**config.mk**
```make
export PLATFORM = sky130hd
export DESIGN_NAME = uart_tx_periph
export DESIGN_NICKNAME = d
export VERILOG_FILES = /design/src/rtl/uart_tx_periph.sv
export SDC_FILE = /design/constraint.sdc
export NUM_CORES = 1
export LEC_CHECK = 0
export ABC_AREA = 1
export CAP_MARGIN = 20
export CORE_MARGIN = 1.5
export CORE_UTILIZATION = 50
export CTS_BUF_LIST = sky130_fd_sc_hd__clkbuf_8
export CTS_CLUSTER_SIZE = 8
export DETAILED_ROUTE_END_ITERATION = 8
export GPL_ROUTABILITY_DRIVEN = 0
export HOLD_SLACK_MARGIN = 0.1
export PLACE_DENSITY = 0.72
export SYNTH_ARGS = -nofsm -noshare
export SYNTH_HDL_FRONTEND = slang
export SYNTH_SLANG_ARGS = --single-unit
export TNS_END_PERCENT = 20
```
**constraint.sdc**
```tcl
create_clock -name clk -period 4.47 [get_ports clk]
set_input_delay 0.6705 -clock clk [delete_from_list [all_inputs] [get_ports clk]]
set_output_delay 0.6705 -clock clk [all_outputs]
set_load 0.03 [all_outputs]
```
**src/rtl/uart_tx_periph.sv**
```systemverilog
// uart_tx_periph: memory-mapped 8N1 UART transmitter with a byte FIFO and registered bus reads
module uart_tx_periph #(
  parameter int FIFO_DEPTH = 16,
  parameter int CLK_DIV = 868
) (
  input  logic        clk,
  input  logic        reset,
  input  logic        enable_i,
  input  logic [3:0]  we_i,
  input  logic [31:0] addr_i,
  input  logic [31:0] data_i,
  output logic [31:0] data_o,
  output logic        tx_o,
  output logic        irq_o
);
  localparam int AW = $clog2(FIFO_DEPTH);
  typedef enum logic [1:0] {IDLE, START, DATA, STOP} state_t;
  state_t state, state_n;
  logic [15:0] div, fdiv, timer;
  logic [2:0] idx;
  logic [7:0] shift;
  logic [7:0] mem [FIFO_DEPTH];
  logic [AW-1:0] rp, wp;
  logic [AW:0] count;
  logic ovf, irq_en, empty, full, tick, pop, push_req, push, wr, rd, busy;
  logic [7:0] cnt8;
  logic [31:0] rdata;
  logic unused;
  assign unused = ^{addr_i[31:4], addr_i[1:0], data_i[31:16]};
  assign wr = enable_i && we_i != 4'd0;
  assign rd = enable_i && we_i == 4'd0;
  assign empty = count == '0;
  assign full = count == (AW+1)'(FIFO_DEPTH);
  assign tick = timer == 16'd0;
  assign busy = state != IDLE;
  assign push_req = wr && addr_i[3:2] == 2'd0;
  assign push = push_req && (!full || pop);
  assign cnt8 = 8'(count);
  always_comb begin
    state_n = state;
    pop = 1'b0;
    case (state)
      IDLE: begin
        pop = !empty;
        state_n = empty ? IDLE : START;
      end
      START: state_n = tick ? DATA : START;
      DATA: state_n = (tick && idx == 3'd7) ? STOP : DATA;
      STOP: begin
        pop = tick && !empty;
        state_n = !tick ? STOP : empty ? IDLE : START;
      end
      default: state_n = IDLE;
    endcase
  end
  always_ff @(posedge clk or posedge reset)
    if (reset) state <= IDLE;
    else state <= state_n;
  // tx_o is registered from the state, so the line lags the FSM by one cycle
  always_ff @(posedge clk or posedge reset) begin
    if (reset) begin
      tx_o <= 1'b1;
      timer <= '0;
      fdiv <= 16'd1;
      idx <= '0;
      shift <= '0;
    end else begin
      tx_o <= state == START ? 1'b0 : state == DATA ? shift[0] : 1'b1;
      if (pop) begin
        shift <= mem[rp];
        fdiv <= div;
        timer <= div - 16'd1;
      end else if (busy) begin
        if (tick) begin
          timer <= fdiv - 16'd1;
          if (state == DATA) begin
            shift <= shift >> 1;
            idx <= idx + 3'd1;
          end
          if (state == START) idx <= '0;
        end else begin
          timer <= timer - 16'd1;
        end
      end
    end
  end
  always_ff @(posedge clk)
    if (push) mem[wp] <= data_i[7:0];
  always_ff @(posedge clk or posedge reset) begin
    if (reset) begin
      rp <= '0;
      wp <= '0;
      count <= '0;
      ovf <= 1'b0;
    end else begin
      if (push) wp <= wp + 1'b1;
      if (pop) rp <= rp + 1'b1;
      count <= count + {{AW{1'b0}}, push} - {{AW{1'b0}}, pop};
      if (push_req && full && !pop) ovf <= 1'b1;
      else if (wr && addr_i[3:2] == 2'd1 && data_i[3]) ovf <= 1'b0;
    end
  end
  always_comb
    rdata = addr_i[3:2] == 2'd1 ? {16'd0, cnt8, 4'd0, ovf, busy, full, empty} :
            addr_i[3:2] == 2'd2 ? {16'd0, div} :
            addr_i[3:2] == 2'd3 ? {31'd0, irq_en} : 32'd0;
  always_ff @(posedge clk or posedge reset) begin
    if (reset) begin
      div <= 16'(CLK_DIV);
      irq_en <= 1'b0;
      irq_o <= 1'b0;
      data_o <= '0;
    end else begin
      if (wr && addr_i[3:2] == 2'd2) div <= data_i[15:0] == 16'd0 ? 16'd1 : data_i[15:0];
      if (wr && addr_i[3:2] == 2'd3) irq_en <= data_i[0];
      irq_o <= irq_en & empty;
      if (rd) data_o <= rdata;
    end
  end
endmodule

```
Word level (Yosys, flattened, before mapping). Memories as Yosys holds them, arrays and structs flattened. Index checks and enable logic that the tools add are counted.

Register bits: 110. Bits in writable memories: 128. Output and inout bits: 34. Logic and storage cells: 89. Memories kept: 1.

Add/sub/neg operators: 8. Equality and inequality tests: 8. Muxes and demuxes: 25. Bitwise operators: 2. Reductions and logical operators: 31.

Memories: mem (depth 16, width 8, rd ports 1, clocked after Yosys merged registers in 0, wr ports 1, line 22) `logic [7:0] mem [FIFO_DEPTH];`.

Operators by type and width (count): 2-to-1 mux 16 bit (6); subtractor 16 x 1 -> 16 bit (second input constant) (3); zero test 16 bit (2); 2-to-1 mux 8 bit (4); logical AND 1 bit (12); nonzero test 2 bit (6); 2-to-1 mux 1 bit (9); adder 4 x 1 -> 4 bit (second input constant) (2); == test 2 bit (second input constant) (4); one-hot mux 2 bit (4 select lines) (1); 2-to-1 mux 3 bit (2); adder 5 x 1 -> 5 bit (1); == test 5 bit (second input constant) (1); zero test 5 bit (1); subtractor 5 x 1 -> 5 bit (1); == test 2 x 1 -> 1 bit (second input constant) (2); zero test 2 bit (2); zero test 4 bit (1); 2-to-1 mux 2 bit (2); AND reduction 4 bit (1); nonzero test 4 bit (1); adder 3 x 1 -> 3 bit (second input constant) (1); == test 3 bit (second input constant) (1); zero test 1 bit (3); other kinds (5) (5).

Logic depth before layout (Yosys ltp). Gate-level depths: netlist (run 1).

Depth in word-level cells: 8. Mapped depth: 21.

Worst setup path before layout (run 1). No wires, ideal clock.

Path kind: flip-flop to flip-flop. Start point: register count[3]. End point: register count[4]. Data arrival time: 2.574 ns. Required time: 4.342 ns. Setup slack: 1.768 ns. Cell stages (with the launch flop): 19. Cells stage by stage: dfrtp_1 > inv_1 > ha_1 > nand2_1 > nor2_2 > nand2_1 > nand2_1 > inv_2 > nand2_4 > buf_4 > clkbuf_1 > nand2_1 > nand2_1 > ha_1 > inv_1 > fa_1 > o21ai_0 > a21oi_1 > xor2_1.

Longest elaborated chain between the ends: 8.

Ends and longest elaborated chain: from (decl) (line 24) `logic [AW:0] count;`; from (signal assigned) (line 98) `count <= count + {{AW{1'b0}}, push} - {{AW{1'b0}}, pop};`; zero test 5 bit (line 32) `assign empty = count == '0;`; zero test 1 bit (line 44, 50); logical AND 1 bit (line 50) `pop = tick && !empty;`; one-hot mux 1 bit (2 select lines) (line 42) `case (state)`; logical OR 1 bit (line 37) `assign push = push_req && (!full || pop);`; logical AND 1 bit (line 37); adder 5 x 1 -> 5 bit (line 98); subtractor 5 x 1 -> 5 bit (*) (line 98).

Every way passes the cells marked *; elsewhere a longest branch is shown, timed or not. A chain may end at the register's enable or synchronous reset.

Worst setup path in the final report (run 1).
Start point: register count[2]. End point: memory mem[7][5], enable pin.

Longest elaborated chain between the ends: 8.

Ends and longest elaborated chain: zero test 5 bit (line 32); zero test 1 bit (line 44, 50); logical AND 1 bit (line 50); one-hot mux 1 bit (2 select lines) (line 42); logical OR 1 bit (*) (line 37); logical AND 1 bit (*) (line 37); 2-to-1 mux 1 bit (*) (line 88) `if (push) mem[wp] <= data_i[7:0];`; 2-to-1 mux 1 bit (implied by the code) (*) (line 88); to (decl) (line 22).

Marks and branches as above.

==> results of run 1 <==
[routing by layer]
metal  wire (µm)  vias up  global-route usage, %
li1            -     3482                      -
met1       10500     3459                   33.7
met2       10400      261                   35.3
met3        1800       27                   5.20
met4         364        0                   6.86
met5           0        -                      0
[kinds of logic after synthesis]
family / count (synthesis) / synth area share (%)
simple gates: 405 / 17.2
flops: 222 / 61.8
compound gates: 186 / 10.7
buf+inv: 154 / 6.56
fa+ha+maj: 19 / 2.44
xor+xnor: 12 / 1.05
mux: 2 / 0.212
other cells: 1 / 0.0373
[worst register-to-register path: stages (launching register included)]
cell	delay, ps
dfrtp_1	350
inv_1	80
ha_1	200
nand2_1	70
nor2_2	60
nand2_1	150
nand2_1	90
inv_2	290
nand2_4	80
inv_1	120
o21ai_0	170
inv_1	230
nand2_1	230
nor2_1	740
[power by group through the flow]
stage	sequential, mW	clock [mW]	combinational [mW]
after floorplan	2.54	0	0.598
after global placement	2.51	0	0.853
after detailed placement	2.51	0	0.876
after CTS	2.48	1.80	0.882
after global routing	2.50	1.90	0.992
final	2.48	1.78	0.878
[layout make-up]
type,instances,area share [%]
Clock inverter,26,1.24
Sequential cell,222,54.4
Multi-Input combinational cell,640,28.4
Inverter,99,3.28
Timing Repair Buffer,53,4.41
Tap cell,265,2.91
Clock buffer,44,5.31
[worst paths after layout]
check | startpoint | to | slack [ps] | depth (start not counted)
worst min-delay path | fdiv[13] | fdiv[13] | 470 | 2
worst max-delay path | count[2] | mem[7][5] | 1220 | 13
worst max register to register | count[2] | mem[7][5] | 1220 | 13
min in group asynchronous | reset | rp[0] | 730 | 2
max in group asynchronous | reset | tx_o | 2880 | 3
worst min register to register | fdiv[13] | fdiv[13] | 470 | 2
[state kept, by name (all words and copies together), names as in the netlist]
| register | flops |
|---|---|
| mem | 128 |
| irq_o | 1 |
| div | 16 |
| count | 5 |
| shift | 8 |
| idx | 3 |
| fdiv | 16 |
| irq_en | 1 |
| data_o | 16 |
| ovf | 1 |
| rp | 4 |
| tx_o | 1 |
| state | 2 |
| timer | 16 |
| wp | 4 |
[Yosys cell counts, types with 2 or more instances]
cell	count
buf_4	18
o211ai_1	2
inv_1	91
nand3_2	2
nor3_1	4
nand2_4	3
nand2_2	7
nor2_1	87
nor4_1	3
nand4_1	8
inv_2	4
a221oi_1	8
buf_1	4
dfrtp_1	87
clkbuf_1	27
buf_2	5
a21oi_1	21
o22ai_1	16
o21ai_0	98
edfxtp_1	128
ha_1	18
nor2_2	8
nand3_1	51
o221ai_1	11
clkinv_1	4
o31ai_1	7
dfstp_2	7
a31oi_1	10
o21ai_1	6
o21bai_1	4
xor2_1	11
o21a_1	2
nand2_1	227
nor2_4	3
[cells in the final DEF, fill, tap and decap left out, types with 9 or more instances in the layout]
| cell type | Yosys | final |
|---|---|---|
| clkdlybuf4s50_1 | 0 | 42 |
| nand3_1 | 51 | 51 |
| conb_1 | 1 | 16 |
| o22ai_1 | 16 | 16 |
| a21oi_1 | 21 | 21 |
| edfxtp_1 | 128 | 128 |
| clkbuf_8 | 0 | 44 |
| o221ai_1 | 11 | 11 |
| inv_1 | 91 | 105 |
| nor2_1 | 87 | 87 |
| ha_1 | 18 | 18 |
| a31oi_1 | 10 | 10 |
| clkinv_1 | 4 | 9 |
| xor2_1 | 11 | 11 |
| nand2_1 | 227 | 227 |
| o21ai_0 | 98 | 98 |
| dfrtp_1 | 87 | 86 |
| buf_4 | 18 | 11 |
[through the flow]
stage / area [µm²] / power (mW) / instances
3_5_place_dp: 10700 / 3.39 / 1279
4_1_cts: 11400 / 5.16 / 1349
2_1_floorplan: 10100 / 3.13 / 1016
3_3_place_gp: 10700 / 3.36 / 1279
5_1_grt: 11400 / 5.39 / 1349
6_report: 11400 / 5.13 / 1349
==> summary.md, run 1 <==
| Metric | Value |
|---|---|
| Initial core utilization | 51.3% |
| Sink Count | 222 |
| CP startpoint kind | flop |
| Unrepaired setup endpoints after global routing | no |
| Post-CTS setup buffers | 0 |
| Core box area | 19600 µm² |
| Setup_tns | 0 ps |
| Worst Path Arrival | 3400 ps |
| Hpwl dp | 15.0 mm |
| Combinational share of power | 17.1% |
| Synth warn | 0 |
| Pin count of the biggest net entering global routing | 77 |
| Fmax | 0.308 GHz |
| Layout Utilization | 58.2% |
| Storage element area | 6210 µm² |
| Fillers | 1652 |
| # DRC | 0 |
| Synth top area share | 38.3% |
| Share of layout cells above drive strength 1 | 9.13% |
| Clock share of power | 34.6% |
| Area grow syn2layout | 13.5% |
| Number of synthesized flops with an enable pin | 128 |
| Routed Antenna Nets | 0 |
| Die outline width | 145 µm |
| Drt pass-1 iters | 5 |
| Fin. Hold Viols | 0 |
| DR vias/cell | 5.36 |
| Critical path, cell by cell | inv_1 -> ha_1 -> nand2_1 -> nor2_2 -> nand2_1 -> nand2_1 -> inv_2 -> nand2_4 -> inv_1 -> o21ai_0 -> inv_1 -> nand2_1 -> nor2_1 |
| Gate count after technology mapping | 1001 |
| Max incr delay on CP | 740 ps |
| Psw | 1.50 mW |
| Outcome | complete, no violations |
| Area of the multi-input gates | 3240 µm² |
| Critical-path top delay cell | nor2_1 |
| Most common cell on crit path | nand2_1 |
| CTS buffer count | 38 |
| Final hold slack | 470 ps |
| Vias in the first global route | 6887 |
| Die area | 21000 µm² |
| Avg Synthesized Cell Area | 10.0 µm² |
| Slew Viols, Final | 0 |
| Gr usage total | 23.3% |
| HP Class | reg2reg |
| DR vias | 7229 |
| CTS Hold Bufs | 0 |
| Setup CP Type | reg2reg |
| Crit-path max FO | 18 |
| Ys flop type | edfxtp_1 |
| Largest cells by area after synthesis | edfxtp_1 (38%), dfrtp_1 (22%), nand2_1 (8.5%) |
| Buf/Inv on CP | 4 |
| Global-route wire length before repair | 36.7 mm |
| Synth area leader | edfxtp_1 |
| Post-cts resize count | 0 |
| Post-Syn Area | 10000 µm² |
| Worst clock skew | 20.1 ps |
| Power Density | 450 nW/µm² |
| CTS root buffer | clkbuf_8 |
| Period utilisation layout | 72.7% |
| CTS tree | done |
| Sw Ratio | 29.3% |
| Worst skew pair latency | 530 ps |
| Sequential share of power | 48.3% |
| Lkg Pwr | 4.71 nW |
| # port buffers | 42 |
| Critical Path RT | 4620 ps |
| Die H | 145 µm |
| Global-route congestion overflow total | 0 |
| Worst-Margin Slew | 985 ps |
| Max transition margin | 34.1% |
| Clk slew on worst S/H paths | 60 ps |
| Htree depth | 2 |
| Delay-heaviest family, CP | simple AND/OR/NAND/NOR gates |
| Post-synthesis sequential area ratio | 61.8% |
| Number of synthesized register bits | 222 |
| Initial DRC count | 673 |
| Max-cap violation count | 0 |
| Final Net Count | 1144 |
| Pre-CTS setup slack | 1000 ps |
| Yosys cell types | 43 |
| Final setup viols | 0 |
| Inserted Diodes | 0 |
| Post-synth ARST share | 42.3% |
| Final worst slack | 1220 ps |
| Cell row count | 51 |
| Clk buf depth | 3 |
| Worst setup EP type | flop |
| Initial antenna violation count | 0 |
| Worst VDD drop | 0.431 mV |
| Detailed-route wire length per cell | 17.1 µm |
| Num ports | 105 |
| Post-Route WL | 23.1 mm |
| Tmin final | 3250 ps |
| P_int | 3.63 mW |
Power figures use the tool's default switching activity.
==> run 2, diff against run 1 <==
==> constraint.sdc (replaced) <==
create_clock -name clk -period 3 [get_ports clk]
set_input_delay 0.45 -clock clk [delete_from_list [all_inputs] [get_ports clk]]
set_output_delay 0.45 -clock clk [all_outputs]
set_load 0.03 [all_outputs]
==> summary.md, run 2 (synthesis results as in run 1) <==
| Metric | Value |
|---|---|
| CTS root buffer | clkbuf_8 |
| Final Non-Filler Cells | 1387 |
| Worst VDD drop | 0.533 mV |
| # port buffers | 42 |
| Layout Utilization | 59.6% |
| CTS tree | done |
| Tmin final | 2750 ps |
| Initial core utilization | 51.3% |
| Clk slew on worst S/H paths | 60 ps |
| DR vias/cell | 5.28 |
| Max incr delay on CP | 380 ps |
| Sink Count | 222 |
| Worst setup EP type | flop |
| Detailed-route wire length per cell | 17.1 µm |
| Global-route wire length before repair | 37.6 mm |
| # DRC | 0 |
| Routed Antenna Nets | 0 |
| Initial DRC count | 604 |
| Final setup viols | 0 |
| Worst Path Arrival | 3150 ps |
| Final Net Count | 1182 |
| Num ports | 105 |
| Core box area | 19600 µm² |
| Clk buf depth | 3 |
| Outcome | complete, no violations |
| Htree depth | 2 |
| Lkg Pwr | 4.90 nW |
| Hpwl dp | 15.8 mm |
| CTS buffer count | 38 |
| Pin count of the biggest net entering global routing | 56 |
| Fmax | 0.364 GHz |
| Worst clock skew | 40.1 ps |
| Commonest non-fill, non-tap cells in the layout | nand2_1 (227), edfxtp_1 (128), inv_1 (109), o21ai_0 (97), nor2_1 (87) |
| Gr usage total | 23.9% |
| Max transition margin | 47.2% |
| HP Class | in2async |
| CP startpoint kind | flop |
| Cell row count | 51 |
| Inserted Diodes | 0 |
| DR vias | 7321 |
| Share of layout cells above drive strength 1 | 12.0% |
| Worst skew pair latency | 540 ps |
| Slew Viols, Final | 0 |
| Power Density | 646 nW/µm² |
| Fin. Hold Viols | 0 |
| Period utilisation layout | 91.6% |
| Placed Cells incl. Taps | 1317 |
| Critical path, cell by cell | inv_1 -> ha_1 -> inv_1 -> nand2_1 -> inv_4 -> nand2_4 -> buf_4 -> o21ai_1 -> nand2_1 -> inv_2 -> ha_1 -> nand3_2 -> nor2_4 -> nand2_2 -> nor2_4 -> nand3_1 -> nand3_1 -> nand2_1 |
| Die area | 21000 µm² |
| Max-cap violation count | 0 |
| Number of flip-flops in the largest register | 128 |
| Most common library cell in the layout ignoring fill and taps | nand2_1 |
| Die H | 145 µm |
| Reg with most FFs | mem |
| Storage element area | 6210 µm² |
| Initial antenna violation count | 0 |
| Vias in the first global route | 6981 |
| Area grow syn2layout | 16.3% |
| Crit-path max FO | 13 |
| Fillers | 1646 |
| Critical Path RT | 3400 ps |
| Setup CP Type | reg2reg |
| Area of the multi-input gates | 3240 µm² |
| Setup_tns | 0 ps |
| Drt pass-1 iters | 5 |
| Worst-Margin Slew | 790 ps |
| Unrepaired setup endpoints after global routing | no |
| Most common cell on crit path | nand2_1 |
| Post-Route WL | 23.7 mm |
| Critical-path top delay cell | dfrtp_1 |
| Die outline width | 145 µm |
| Global-route congestion overflow total | 0 |
| CTS Hold Bufs | 0 |
[run 2: critical path: cells and delay by family (launching register included)]
| kind | cells | cell delay (ps) |
|---|---|---|
| adder cells (fa/ha/maj) | 2 | 480 |
| AND/OR/NAND/NOR | 10 | 1060 |
| AO/OA/AOI/OAI | 1 | 90 |
| flip-flops | 1 | 380 |
| buffers and inverters | 5 | 600 |
[run 2: repair_timing]
action / CTS / global route
resized for setup: 0 / 2
endpoints found under the setup margin: 0 / 3
buffers inserted: 0 / 0
[run 2: area by class of cell]
cell class / instances / area share [%]
Clock inverter: 28 / 1.16
Timing Repair Buffer: 91 / 6.96
Multi-Input combinational cell: 640 / 27.7
Clock buffer: 42 / 4.95
Inverter: 99 / 3.22
Tap cell: 265 / 2.84
Sequential cell: 222 / 53.1
[run 2: path summary, 6_finish.rpt]
path | endpoint | slack, ps | start | depth (start not counted)
max in group asynchronous | fdiv[0] | 2150 | reset | 3
hold reg to reg | fdiv[9] | 470 | fdiv[9] | 2
hold / removal | shift[5] | 180 | reset | 2
min in group clk | fdiv[9] | 470 | fdiv[9] | 2
setup / recovery | timer[14] | 250 | state[0] | 18
setup reg to reg | timer[14] | 250 | state[0] | 18
[run 2: report_power, final]
part           switching [mW]  internal (mW)  leakage (nW)
clock network            1.20           1.30         0.433
registers               0.173           3.52          2.24
logic                   0.867          0.479          2.23
[run 2: per-layer routing]
layer	vias up	routed length [µm]	track usage, %
li1	3545	-	-
met1	3429	10600	33.8
met2	304	10700	36.8
met3	43	1890	5.76
met4	0	459	6.91
met5	-	0	0
[run 2: through the flow]
stage	setup WS, ps	instance area [µm²]	hold slack [ps]	total power, mW
after floorplan	113	10100	442	4.67
after global placement	59.5	11000	454	5.05
after detailed placement	62.8	11000	458	5.08
after CTS	221	11700	188	7.57
after global routing	10.5	11700	196	7.93
final	252	11700	185	7.54
==> run 3, diff against run 2 <==
--- a/config.mk
+++ b/config.mk
@@ -15,6 +15,7 @@
 export GPL_ROUTABILITY_DRIVEN = 0
 export HOLD_SLACK_MARGIN = 0.1
 export PLACE_DENSITY = 0.72
+export SLEW_MARGIN = 20
 export SYNTH_ARGS = -nofsm -noshare
 export SYNTH_HDL_FRONTEND = slang
 export SYNTH_SLANG_ARGS = --single-unit
==> results of run 3 <==
Same layout as run 2: the final DEF is identical, and so are final timing and power.
